$ cat src/rtl/dcache_wb_arbiter_if.sv
// Signal bundle between the write-buffer/uncached-store requesters, the arbiter and the AXI bridge.
// The master modport is the arbiter side; the slave modport is the environment side.
interface dcache_wb_arbiter_if #(
    parameter int unsigned ADDR_WIDTH = 32,
    parameter int unsigned LINE_WIDTH = 128
);
    logic                    fifo_wen_i;
    logic [ADDR_WIDTH-1:0]   fifo_awaddr_i;
    logic [LINE_WIDTH-1:0]   fifo_wdata_i;
    logic                    fifo_req_accept_o;
    logic                    fifo_bvalid_o;

    logic                    uc_wreq_i;
    logic [ADDR_WIDTH-1:0]   uc_awaddr_i;
    logic [31:0]             uc_wdata_i;
    logic [3:0]              uc_wstrb_i;
    logic                    uc_done_o;

    logic                    axi_wreq_o;
    logic [ADDR_WIDTH-1:0]   axi_awaddr_o;
    logic [LINE_WIDTH-1:0]   axi_wdata_o;
    logic [LINE_WIDTH/8-1:0] axi_wstrb_o;
    logic [7:0]              axi_len_o;
    logic                    axi_wready_i;
    logic                    axi_bvalid_i;

    logic                    busy_o;

    modport master (
        input  fifo_wen_i, fifo_awaddr_i, fifo_wdata_i,
        output fifo_req_accept_o, fifo_bvalid_o,
        input  uc_wreq_i, uc_awaddr_i, uc_wdata_i, uc_wstrb_i,
        output uc_done_o,
        output axi_wreq_o, axi_awaddr_o, axi_wdata_o, axi_wstrb_o, axi_len_o,
        input  axi_wready_i, axi_bvalid_i,
        output busy_o
    );

    modport slave (
        output fifo_wen_i, fifo_awaddr_i, fifo_wdata_i,
        input  fifo_req_accept_o, fifo_bvalid_o,
        output uc_wreq_i, uc_awaddr_i, uc_wdata_i, uc_wstrb_i,
        input  uc_done_o,
        input  axi_wreq_o, axi_awaddr_o, axi_wdata_o, axi_wstrb_o, axi_len_o,
        output axi_wready_i, axi_bvalid_i,
        input  busy_o
    );
endinterface

$ cat src/rtl/dcache_wb_arbiter.sv
// Round-robin arbiter between the dcache write buffer (full lines) and uncached stores (one word),
// issuing one AXI write at a time through an IDLE -> REQ -> RESP handshake.
module dcache_wb_arbiter #(
    parameter int unsigned ADDR_WIDTH = 32,
    parameter int unsigned LINE_WIDTH = 128
) (
    input logic                 clk,
    input logic                 rst,
    dcache_wb_arbiter_if.master bus
);
    localparam int unsigned STRB_WIDTH = LINE_WIDTH / 8;
    localparam int unsigned OFF        = $clog2(STRB_WIDTH);
    localparam int unsigned LANE_BITS  = OFF - 2;
    localparam logic [7:0]  LINE_LEN   = 8'(LINE_WIDTH / 32 - 1);

    typedef enum logic [1:0] {StIdle, StReq, StResp} state_e;
    typedef enum logic {OwnFifo, OwnUc} owner_e;

    state_e state_q, state_d;
    owner_e owner_q, owner_d;
    owner_e last_owner_q, last_owner_d;

    logic [ADDR_WIDTH-1:0] awaddr_q, awaddr_d;
    logic [LINE_WIDTH-1:0] wdata_q, wdata_d;
    logic [STRB_WIDTH-1:0] wstrb_q, wstrb_d;
    logic [7:0]            len_q, len_d;

    logic                  grant_uc;
    logic                  req_accept;
    logic                  fifo_bvalid;
    logic                  uc_done;
    logic [LANE_BITS-1:0]  uc_lane;
    logic [LINE_WIDTH-1:0] uc_line_data;
    logic [STRB_WIDTH-1:0] uc_line_strb;

    // Place the uncached word and its byte enables into the lane selected by the address.
    assign uc_lane      = bus.uc_awaddr_i[OFF-1:2];
    assign uc_line_data = LINE_WIDTH'(bus.uc_wdata_i) << {uc_lane, 5'b0};
    assign uc_line_strb = STRB_WIDTH'(bus.uc_wstrb_i) << {uc_lane, 2'b0};

    always_comb begin
        state_d      = state_q;
        owner_d      = owner_q;
        last_owner_d = last_owner_q;
        awaddr_d     = awaddr_q;
        wdata_d      = wdata_q;
        wstrb_d      = wstrb_q;
        len_d        = len_q;
        grant_uc     = 1'b0;
        req_accept   = 1'b0;
        fifo_bvalid  = 1'b0;
        uc_done      = 1'b0;

        unique case (state_q)
            StIdle: begin
                if (bus.fifo_wen_i || bus.uc_wreq_i) begin
                    // On a tie, hand the grant to whoever did not complete last.
                    grant_uc = bus.uc_wreq_i && (!bus.fifo_wen_i || last_owner_q == OwnFifo);
                    state_d  = StReq;
                    if (grant_uc) begin
                        owner_d  = OwnUc;
                        awaddr_d = bus.uc_awaddr_i;
                        wdata_d  = uc_line_data;
                        wstrb_d  = uc_line_strb;
                        len_d    = 8'd0;
                    end else begin
                        owner_d  = OwnFifo;
                        awaddr_d = {bus.fifo_awaddr_i[ADDR_WIDTH-1:OFF], {OFF{1'b0}}};
                        wdata_d  = bus.fifo_wdata_i;
                        wstrb_d  = {STRB_WIDTH{1'b1}};
                        len_d    = LINE_LEN;
                    end
                end
            end
            StReq: begin
                if (bus.axi_wready_i) begin
                    state_d    = StResp;
                    req_accept = (owner_q == OwnFifo);
                end
            end
            StResp: begin
                if (bus.axi_bvalid_i) begin
                    state_d      = StIdle;
                    last_owner_d = owner_q;
                    fifo_bvalid  = (owner_q == OwnFifo);
                    uc_done      = (owner_q == OwnUc);
                end
            end
            default: state_d = StIdle;
        endcase
    end

    always_ff @(posedge clk or negedge rst) begin
        if (!rst) begin
            state_q      <= StIdle;
            owner_q      <= OwnFifo;
            last_owner_q <= OwnFifo;
            awaddr_q     <= '0;
            wdata_q      <= '0;
            wstrb_q      <= '0;
            len_q        <= '0;
        end else begin
            state_q      <= state_d;
            owner_q      <= owner_d;
            last_owner_q <= last_owner_d;
            awaddr_q     <= awaddr_d;
            wdata_q      <= wdata_d;
            wstrb_q      <= wstrb_d;
            len_q        <= len_d;
        end
    end

    // AXI request side comes only from registers, so requester inputs never reach it directly.
    assign bus.axi_wreq_o        = (state_q == StReq);
    assign bus.axi_awaddr_o      = awaddr_q;
    assign bus.axi_wdata_o       = wdata_q;
    assign bus.axi_wstrb_o       = wstrb_q;
    assign bus.axi_len_o         = len_q;
    assign bus.busy_o            = (state_q != StIdle);
    assign bus.fifo_req_accept_o = req_accept;
    assign bus.fifo_bvalid_o     = fifo_bvalid;
    assign bus.uc_done_o         = uc_done;
endmodule

$ cat src/flat_wrapper.sv
// flat-port wrapper written by rule: the top's interface ports become plain ports
module dcache_wb_arbiter_flat 
#(
    parameter int unsigned ADDR_WIDTH = 32,
    parameter int unsigned LINE_WIDTH = 128
)
  (clk, rst, bus_fifo_wen_i, bus_fifo_awaddr_i, bus_fifo_wdata_i, bus_fifo_req_accept_o, bus_fifo_bvalid_o, bus_uc_wreq_i, bus_uc_awaddr_i, bus_uc_wdata_i, bus_uc_wstrb_i, bus_uc_done_o, bus_axi_wreq_o, bus_axi_awaddr_o, bus_axi_wdata_o, bus_axi_wstrb_o, bus_axi_len_o, bus_axi_wready_i, bus_axi_bvalid_i, bus_busy_o);
  dcache_wb_arbiter_if #(.ADDR_WIDTH(ADDR_WIDTH), .LINE_WIDTH(LINE_WIDTH)) bus_i ();
  input logic clk;
  input logic rst;
  input wire logic [$bits(bus_i.fifo_wen_i)-1:0] bus_fifo_wen_i;
  input wire logic [$bits(bus_i.fifo_awaddr_i)-1:0] bus_fifo_awaddr_i;
  input wire logic [$bits(bus_i.fifo_wdata_i)-1:0] bus_fifo_wdata_i;
  output wire logic [$bits(bus_i.fifo_req_accept_o)-1:0] bus_fifo_req_accept_o;
  output wire logic [$bits(bus_i.fifo_bvalid_o)-1:0] bus_fifo_bvalid_o;
  input wire logic [$bits(bus_i.uc_wreq_i)-1:0] bus_uc_wreq_i;
  input wire logic [$bits(bus_i.uc_awaddr_i)-1:0] bus_uc_awaddr_i;
  input wire logic [$bits(bus_i.uc_wdata_i)-1:0] bus_uc_wdata_i;
  input wire logic [$bits(bus_i.uc_wstrb_i)-1:0] bus_uc_wstrb_i;
  output wire logic [$bits(bus_i.uc_done_o)-1:0] bus_uc_done_o;
  output wire logic [$bits(bus_i.axi_wreq_o)-1:0] bus_axi_wreq_o;
  output wire logic [$bits(bus_i.axi_awaddr_o)-1:0] bus_axi_awaddr_o;
  output wire logic [$bits(bus_i.axi_wdata_o)-1:0] bus_axi_wdata_o;
  output wire logic [$bits(bus_i.axi_wstrb_o)-1:0] bus_axi_wstrb_o;
  output wire logic [$bits(bus_i.axi_len_o)-1:0] bus_axi_len_o;
  input wire logic [$bits(bus_i.axi_wready_i)-1:0] bus_axi_wready_i;
  input wire logic [$bits(bus_i.axi_bvalid_i)-1:0] bus_axi_bvalid_i;
  output wire logic [$bits(bus_i.busy_o)-1:0] bus_busy_o;
  assign bus_i.fifo_wen_i = bus_fifo_wen_i;
  assign bus_i.fifo_awaddr_i = bus_fifo_awaddr_i;
  assign bus_i.fifo_wdata_i = bus_fifo_wdata_i;
  assign bus_fifo_req_accept_o = bus_i.fifo_req_accept_o;
  assign bus_fifo_bvalid_o = bus_i.fifo_bvalid_o;
  assign bus_i.uc_wreq_i = bus_uc_wreq_i;
  assign bus_i.uc_awaddr_i = bus_uc_awaddr_i;
  assign bus_i.uc_wdata_i = bus_uc_wdata_i;
  assign bus_i.uc_wstrb_i = bus_uc_wstrb_i;
  assign bus_uc_done_o = bus_i.uc_done_o;
  assign bus_axi_wreq_o = bus_i.axi_wreq_o;
  assign bus_axi_awaddr_o = bus_i.axi_awaddr_o;
  assign bus_axi_wdata_o = bus_i.axi_wdata_o;
  assign bus_axi_wstrb_o = bus_i.axi_wstrb_o;
  assign bus_axi_len_o = bus_i.axi_len_o;
  assign bus_i.axi_wready_i = bus_axi_wready_i;
  assign bus_i.axi_bvalid_i = bus_axi_bvalid_i;
  assign bus_busy_o = bus_i.busy_o;
  dcache_wb_arbiter #(.ADDR_WIDTH(ADDR_WIDTH), .LINE_WIDTH(LINE_WIDTH)) u_core (.clk(clk), .rst(rst), .bus(bus_i));
endmodule
$ cat config.mk
export PLATFORM = sky130hd
export DESIGN_NAME = dcache_wb_arbiter_flat
export DESIGN_NICKNAME = d
export VERILOG_FILES = /design/src/rtl/dcache_wb_arbiter_if.sv /design/src/rtl/dcache_wb_arbiter.sv /design/src/flat_wrapper.sv
export SDC_FILE = /design/constraint.sdc
export NUM_CORES = 1
export LEC_CHECK = 0
export ABC_AREA = 1
export BUFFER_PORTS_ARGS = -buffer_cell sky130_fd_sc_hd__buf_2
export CORE_AREA = 4 4 162 164
export CTS_CLUSTER_SIZE = 20
export DETAILED_ROUTE_END_ITERATION = 16
export DIE_AREA = 0 0 166 168
export PLACE_DENSITY = 0.66
export SLEW_MARGIN = 10
export SYNTH_ARGS = -nofsm -noshare
export SYNTH_HDL_FRONTEND = slang
export SYNTH_SLANG_ARGS = --single-unit
$ cat constraint.sdc
create_clock -name clk -period 1.2 [get_ports clk]
set_input_delay 0.3 -clock clk [delete_from_list [all_inputs] [get_ports clk]]
set_output_delay 0.3 -clock clk [all_outputs]
set_load 0.02 [all_outputs]
==> results.md, run 1 <==
- Routed WL: 48.16 mm
- Combinational Power Share: 65.1%
- Yosys reg bits: 181
- CTS buffer count: 17
- IO buf count: 412
- CP Buf/Inv Count: 2
- Post-DP HPWL: 27.28 mm
- Top cell type's share of synthesized area: about half
- Clock Tree Root: clkbuf_16
- Hold WC Path Type: in -> reg
- Worst EP arrival: 1.43 ns
- Int Pwr: around 28 mW
- Routability cong.: 0.8896
- Vias in the first global route: about 11000
- Critical-path top delay cell: dfrtp_2
- Most frequent cell after synthesis: nand2_1
- Library cells used by synthesis: 20
- Cells after synthesis: about 1300
- CP Data Required Time: roughly 0.9 ns
- Routed len/inst: about 22 um
- Hold Vio Cnt, Final: 0
- Period utilization: 144.1%
- Worst skew pair latency: around 0.44 ns
- Nets: between 2000 and 2500
- RSZ-0062 raised after global routing: true
- Setup Crit Path Kind: reg -> out
- DIE HEIGHT: between 150 and 200 um
- Cell taking the most area after synthesis: dfrtp_1
- Mapped Area: 0.009330 sq mm
- Average cell area after synthesis: ~7.4 sq um
- Slew Viols, Final: 0
- Synth Flop Type: dfrtp_1
- Starting DRT DRC Count: around 1500
- Delay-heaviest family, CP: flip-flops
- Initial antenna violation count: 4
- Sw Share: a little over two fifths
- I/O pin count: ~420
- Max FO, Critical Path: 4
- Area added between synthesis and finish: 91.93%
- CP peak stage delay: ~0.45 ns
- Share of power burned in registers: 23.6%
- Final worst slack: -0.5289 ns
- Die Area: about 0.028 sq mm
- Yosys warnings: 0
- Largest cells by area after synthesis: dfrtp_1 (49%), nand2_1 (20%), nand3_1 (12%), nand4_1 (4.3%), buf_2 (3.4%)
- DR vias/cell: approximately 5.6
- Post-synth ARST share: 100.0%
- Worst slack at placement: -0.4238 ns
- CTS tree: yes
- CTS max path bufs: 2
- Starting Density: 37.48%
- Share of cells above drive strength 1: between 50 and 60%
- Number of flops mapped to enable cells by yosys: 0
- Tmin final: 1.729 ns
- Gr usage total: a little over a quarter
- Die Width: about 170 um
- Sink Count: 181
- CP Launch Type: flop
- Total iterations of the first detailed-routing run: 7
- Core box area: approximately 0.025 sq mm
- Global route overflow: 0
- Global-route wire length before repair: around 59 mm
- H-tree depth: 4
- Clock power share: 11.3%
- Clock-pin slew on the worst setup and hold paths: 0.08 ns
- Most instantiated cells after synthesis: nand2_1 (488), nand3_1 (233), dfrtp_1 (181)
- Largest net degree at the start of global routing: 68
- Psw: between 20 and 25 mW
- Setup TNS: -72.80 ns
- Failing checks: negative setup slack
- Cell breakdown of the critical path: inv_2 > nand3_2 > nor2_1 > buf_4
- Maximum vdd drop: approximately 0.0015 V
- Pleak: 9.640 nW
- Max Clock Freq: 578.4 MHz
- Final setup viols: about 360
- Antenna viol nets, final: 0
- Power Dens Cells: about 2700 mW/mm^2
- Vias post-DR: 12153
- Row count: between 50 and 60
- Run status: finished with violations
- Post-Route Skew: 0.01089 ns
- # DRC: 0
- Worst Setup End Kind: output port
- Seq/Total Area, Yosys: about half
- Max cap viols: 0
-- state kept, by name, summed over array words and instances, names as in the netlist --
register                 cells
u_core.bus.axi_awaddr_o     32
u_core.bus.axi_len_o         1
u_core.bus.axi_wdata_o     128
u_core.bus.axi_wstrb_o      16
u_core.last_owner_q          1
u_core.owner_q               1
u_core.state_q               2
-- layer usage --
layer  part of all wire [%]  global-route usage (%)
met5                  0.042                       0
met4                    5.5                   12.88
met3                    8.4                   6.480
met2                     50                   43.82
met1                     36                   33.32
-- tightest hold or removal path: cells and delay by family --
family	cells	cell delay [ns]
and+or+nand+nor	2	0.11
buffers and inverters	1	0.08
-- power groups by stage --
stage	clock (mW)	combinational, mW	sequential, mW
final	5.53	31.8	11.6
after global placement	0	16.0	10.3
after detailed placement	0	16.2	10.4
after global routing	5.88	33.2	11.7
after CTS	5.57	19.4	10.3
after floorplan	0	6.41	13.5
-- per-stage QoR --
| step | utilization, % | cells | instance area, sq um | total power, mW | hold slack, ns |
|---|---|---|---|---|---|
| after floorplan | - | 1269 | 9370 | 19.87 | 0.004409 |
| after global placement | 49.67 | 1987 | 12360 | 26.29 | 0.2078 |
| after detailed placement | 49.67 | 1987 | 12360 | 26.52 | 0.2052 |
| after CTS | 54.96 | 2056 | 13680 | 35.25 | 0.06316 |
| after global routing | 71.94 | 2189 | 17910 | 50.79 | 0.06992 |
| final | 71.94 | 2189 | 17910 | 48.91 | 0.08621 |
-- area by class of cell --
type | count | area, sq um
fillers | 1607 | 6984
repair buffers | 669 | 6414
multi-input cells | 932 | 5802
flip-flops and latches | 181 | 4532
clock buffers | 19 | 442.9
well taps | 330 | 412.9
inverters | 43 | 173.9
clock inverters | 13 | 125.1
diodes | 2 | 5.005
-- path summary, 6_finish.rpt --
check                           cells past startpoint                           to  slack [ns]                       start
worst max-delay path                                4            bus_fifo_bvalid_o       -0.53           u_core.state_q[0]
worst min-delay path                                3  u_core.bus.axi_awaddr_o[17]        0.09         bus_uc_awaddr_i[17]
worst max register to register                      8   u_core.bus.axi_wdata_o[66]       -0.40           u_core.state_q[0]
worst min register to register                      2   u_core.bus.axi_wdata_o[37]        0.51  u_core.bus.axi_wdata_o[37]
max in group asynchronous                           3   u_core.bus.axi_wdata_o[90]        0.36                         rst
min in group asynchronous                           2   u_core.bus.axi_awaddr_o[1]        0.32                         rst
-- cell families after synthesis --
kind of cell | Yosys count | share of synthesized area (%)
simple gates | 871 | 39.94
flops | 181 | 48.54
compound gates | 55 | 2.977
buf+inv | 156 | 8.502
other cells | 1 | 0.04019
-- repair_timing --
| item | CTS | global route |
|---|---|---|
| pin swaps | 10 | 141 |
| resized for setup | 51 | 863 |
| hold endpoints to repair | 17 | 0 |
| endpoints found under the setup margin | 361 | 362 |
| cloned | 13 | 20 |
| buffers inserted | 23 | 121 |
| hold buffers | 1 | 0 |
-- cell usage in the layout (no fill, tap or decap), types with 2 or more instances in the layout --
cell type	instances
nand4_1	64
nor2_2	3
buf_12	51
buf_4	162
nand3_4	2
nand2_1	290
inv_2	3
nand3_1	139
clkinv_4	3
a21oi_2	14
buf_2	226
nand2_4	119
clkinv_8	3
conb_1	6
buf_16	13
buf_8	6
nor2_1	66
dfrtp_1	179
a21oi_1	2
inv_8	2
nand3_2	92
o21ai_1	2
dfrtp_2	2
buf_6	193
o21ai_0	34
o21ai_2	2
clkbuf_16	33
inv_1	38
diode_2	2
nor2_4	16
clkbuf_8	2
clkinvlp_4	4
nand2_2	79
Note: power is estimated with default switching activity, not from simulation.
==> inputs of run 2 (changes only) <==
- CORE_AREA: 4 4 162 164 -> 4 4 165 167
- CTS_BUF_LIST: unset -> sky130_fd_sc_hd__clkbuf_4 sky130_fd_sc_hd__clkbuf_8
- CTS_CLUSTER_DIAMETER: unset -> 40
- DIE_AREA: 0 0 166 168 -> 0 0 169 171
- PLACE_DENSITY: 0.66 -> 0.64
==> results.md, run 2 (synthesis gave the netlist of run 1 again) <==
- Run status: finished with violations
- Failing checks: negative setup slack
- Setup Crit Path Kind: reg -> reg
- DIE HEIGHT: 171 um (+1.8%)
- DR vias/cell: 5.273 (-5.0%)
- Worst EP arrival: 2.06 ns (+0.63 ns)
- Share of power burned in registers: 25.7% (+2.1 points)
- Post-Route Skew: 0.01535 ns (+0.004462 ns)
- Power Dens Cells: 2610 mW/mm^2 (-4.4%)
- Hold Vio Cnt, Final: 0 (unchanged)
- I/O pin count: 423 (unchanged)
- CP Data Required Time: 1.56 ns (+0.66 ns)
- CP Launch Type: flop
- Die Area: 0.02890 sq mm (+3.6%)
- Die Width: 169 um (+1.8%)
- CTS tree: yes
- Inst Count DP: 1997 (+0.50%)
- Starting DRT DRC Count: 1173 (-23%)
- Setup TNS: -90.22 ns (-17.42 ns)
- Final setup viols: 363 (+0.28%)
- Share of cells above drive strength 1: 42.15% (-13 points)
- Largest net degree at the start of global routing: 47 (-31%)
- Post-DP HPWL: 27.95 mm (+2.5%)
- Row count: 59 (+1.7%)
- Power, Total: 42.10 mW (-14%)
- M1 WL: 17.03 mm (-2.5%)
- Tmin final: 1.703 ns (-0.02552 ns)
- H-tree depth: 4 (unchanged)
- Clock power share: 10.6% (-0.7 points)
- Global route overflow: 0 (unchanged)
- Routed WL: 44.20 mm (-8.2%)
- Hold WC Path Type: in -> reg
- Sw Share: 42.49% (-0.98 points)
- Gr usage total: 28.10% (+1.4 points)
- CTS buffer count: 17 (unchanged)
- Core box area: 0.02576 sq mm (+3.5%)
- WL met2: 21.64 mm (-9.8%)
- Commonest non-fill, non-tap cell in the layout: nand2_1
- Pleak: 8.556 nW (-11%)
- Vias in the first global route: 11195 (+6.0%)
- Slew Viols, Final: 0 (unchanged)
- Routed len/inst: 20.63 um (-6.2%)
- Highest routed metal layer: met5
- Post-layout util: 62.59% (-9.4 points)
- Largest register FFs: 128 (unchanged)
- Global-route wire length before repair: 63.02 mm (+6.4%)
- Total iterations of the first detailed-routing run: 7 (unchanged)
- IO buf count: 412 (unchanged)
- Maximum vdd drop: 0.001393 V (-8.2%)
- Max FO, Critical Path: 6 (+2)
- Reg2reg setup slack: -0.50 ns (-0.10 ns)
- Vias post-DR: 11295 (-7.1%)
- Area added between synthesis and finish: 72.83%
- Finished Layout Cells: 2142 (-2.1%)
- Clock-pin slew on the worst setup and hold paths: 0.11 ns (+0.03 ns)
- Int Pwr: 24.21 mW (-12%)
- Clock Tree Root: clkbuf_8
- Most frequent cells in the layout: nand2_1 (464), buf_2 (271), dfrtp_1 (180)
- Combinational Power Share: 63.7% (-1.4 points)
- Routability cong.: 0.8969 (+0.82%)
- Max Clock Freq: 587.1 MHz (+1.5%)
- # DRC: 0 (unchanged)
- Period utilization: 141.9% (-2.1 points)
- Worst Setup End Kind: flop
- Final worst slack: -0.5034 ns (+0.02552 ns)
- Worst slack at placement: -0.2614 ns (+0.1624 ns)
- Antenna viol nets, final: 0 (unchanged)
- Starting Density: 36.21% (-1.3 points)
- Nets: 2024 (-2.6%)
- Max cap viols: 0 (unchanged)
- Routed wl met3: 3.896 mm (-3.4%)
- Psw: 17.88 mW (-16%)
- Sink Count: 181 (unchanged)
- Worst skew pair latency: 0.47 ns (+0.03 ns)
- Initial antenna violation count: 4 (unchanged)
- RSZ-0062 raised after global routing: true
- CTS max path bufs: 2 (unchanged)
run 2: cell types whose count changed in the layout (fill, tap and decap cells not counted), moves of 23 or more:
cell	change
nand2_4	-111
nand2_2	-64
clkbuf_16	-23
buf_6	-43
buf_4	-65
nand3_2	-26
buf_2	+45
nand2_1	+174
run 2: final timing paths:
path | endpoint | depth (start not counted) | from
hold / removal | u_core.bus.axi_awaddr_o[1] | 3 | bus_uc_awaddr_i[1]
setup reg to reg | u_core.bus.axi_awaddr_o[14] | 12 | u_core.state_q[1]
min in group asynchronous | u_core.bus.axi_awaddr_o[1] | 2 | rst
hold reg to reg | u_core.bus.axi_wdata_o[120] | 2 | u_core.bus.axi_wdata_o[120]
max in group asynchronous | u_core.bus.axi_wstrb_o[5] | 3 | rst
setup / recovery | u_core.bus.axi_awaddr_o[14] | 12 | u_core.state_q[1]
run 2: critical path: stages (launching register included):
cell and delay (ns):
dfrtp_1 0.39, inv_2 0.06, buf_4 0.13, buf_6 0.11, nand2_4 0.06, buf_6 0.10
nor2_4 0.03, buf_12 0.14, buf_12 0.13, buf_12 0.14, clkbuf_16 0.17, nand2_2 0.06
nand3_1 0.07
run 2: stage by stage:
step | hold slack (ns) | area [sq um]
floorplan | 0.004409 | 9370
CTS | 0.002072 | 15210
finish | 0.03634 | 16130
global route | 0.009110 | 16120
detailed placement | 0.2797 | 12380
global placement | 0.2779 | 12380
run 2: power groups by stage:
stage	registers, mW	logic, mW	clock network (mW)
final	10.8	26.8	4.45
after global routing	11.1	28.3	4.79
after CTS	10.7	24.4	4.52
after detailed placement	10.4	16.2	0
after global placement	10.4	15.9	0
after floorplan	13.5	6.41	0
run 2: area by class of cell:
class | instances | area [sq um]
Timing Repair Buffer | 614 | 5927
Clock inverter | 14 | 155.1
Tap cell | 335 | 419.2
Sequential cell | 181 | 4531
Antenna cell | 4 | 10.01
Timing Repair inverter | 1 | 30.03
Clock buffer | 18 | 247.7
Inverter | 43 | 190.2
Multi-Input combinational cell | 932 | 4616
Fill cell | 2152 | 9638
run 2: metal layers:
metal	global-route usage (%)	up-vias
met5	0	-
met4	11.80	2
met3	6.054	101
met2	46.51	648
met1	35.88	5365
li1	-	5179
run 2: timing repair:
action	4_1_cts	5_1_grt
cloned	28	12
setup endpoints to repair	361	362
setup buffers	63	10
pin swaps	15	32
hold buffers	1	0
endpoints found under the hold margin	27	0
resized for setup	335	142
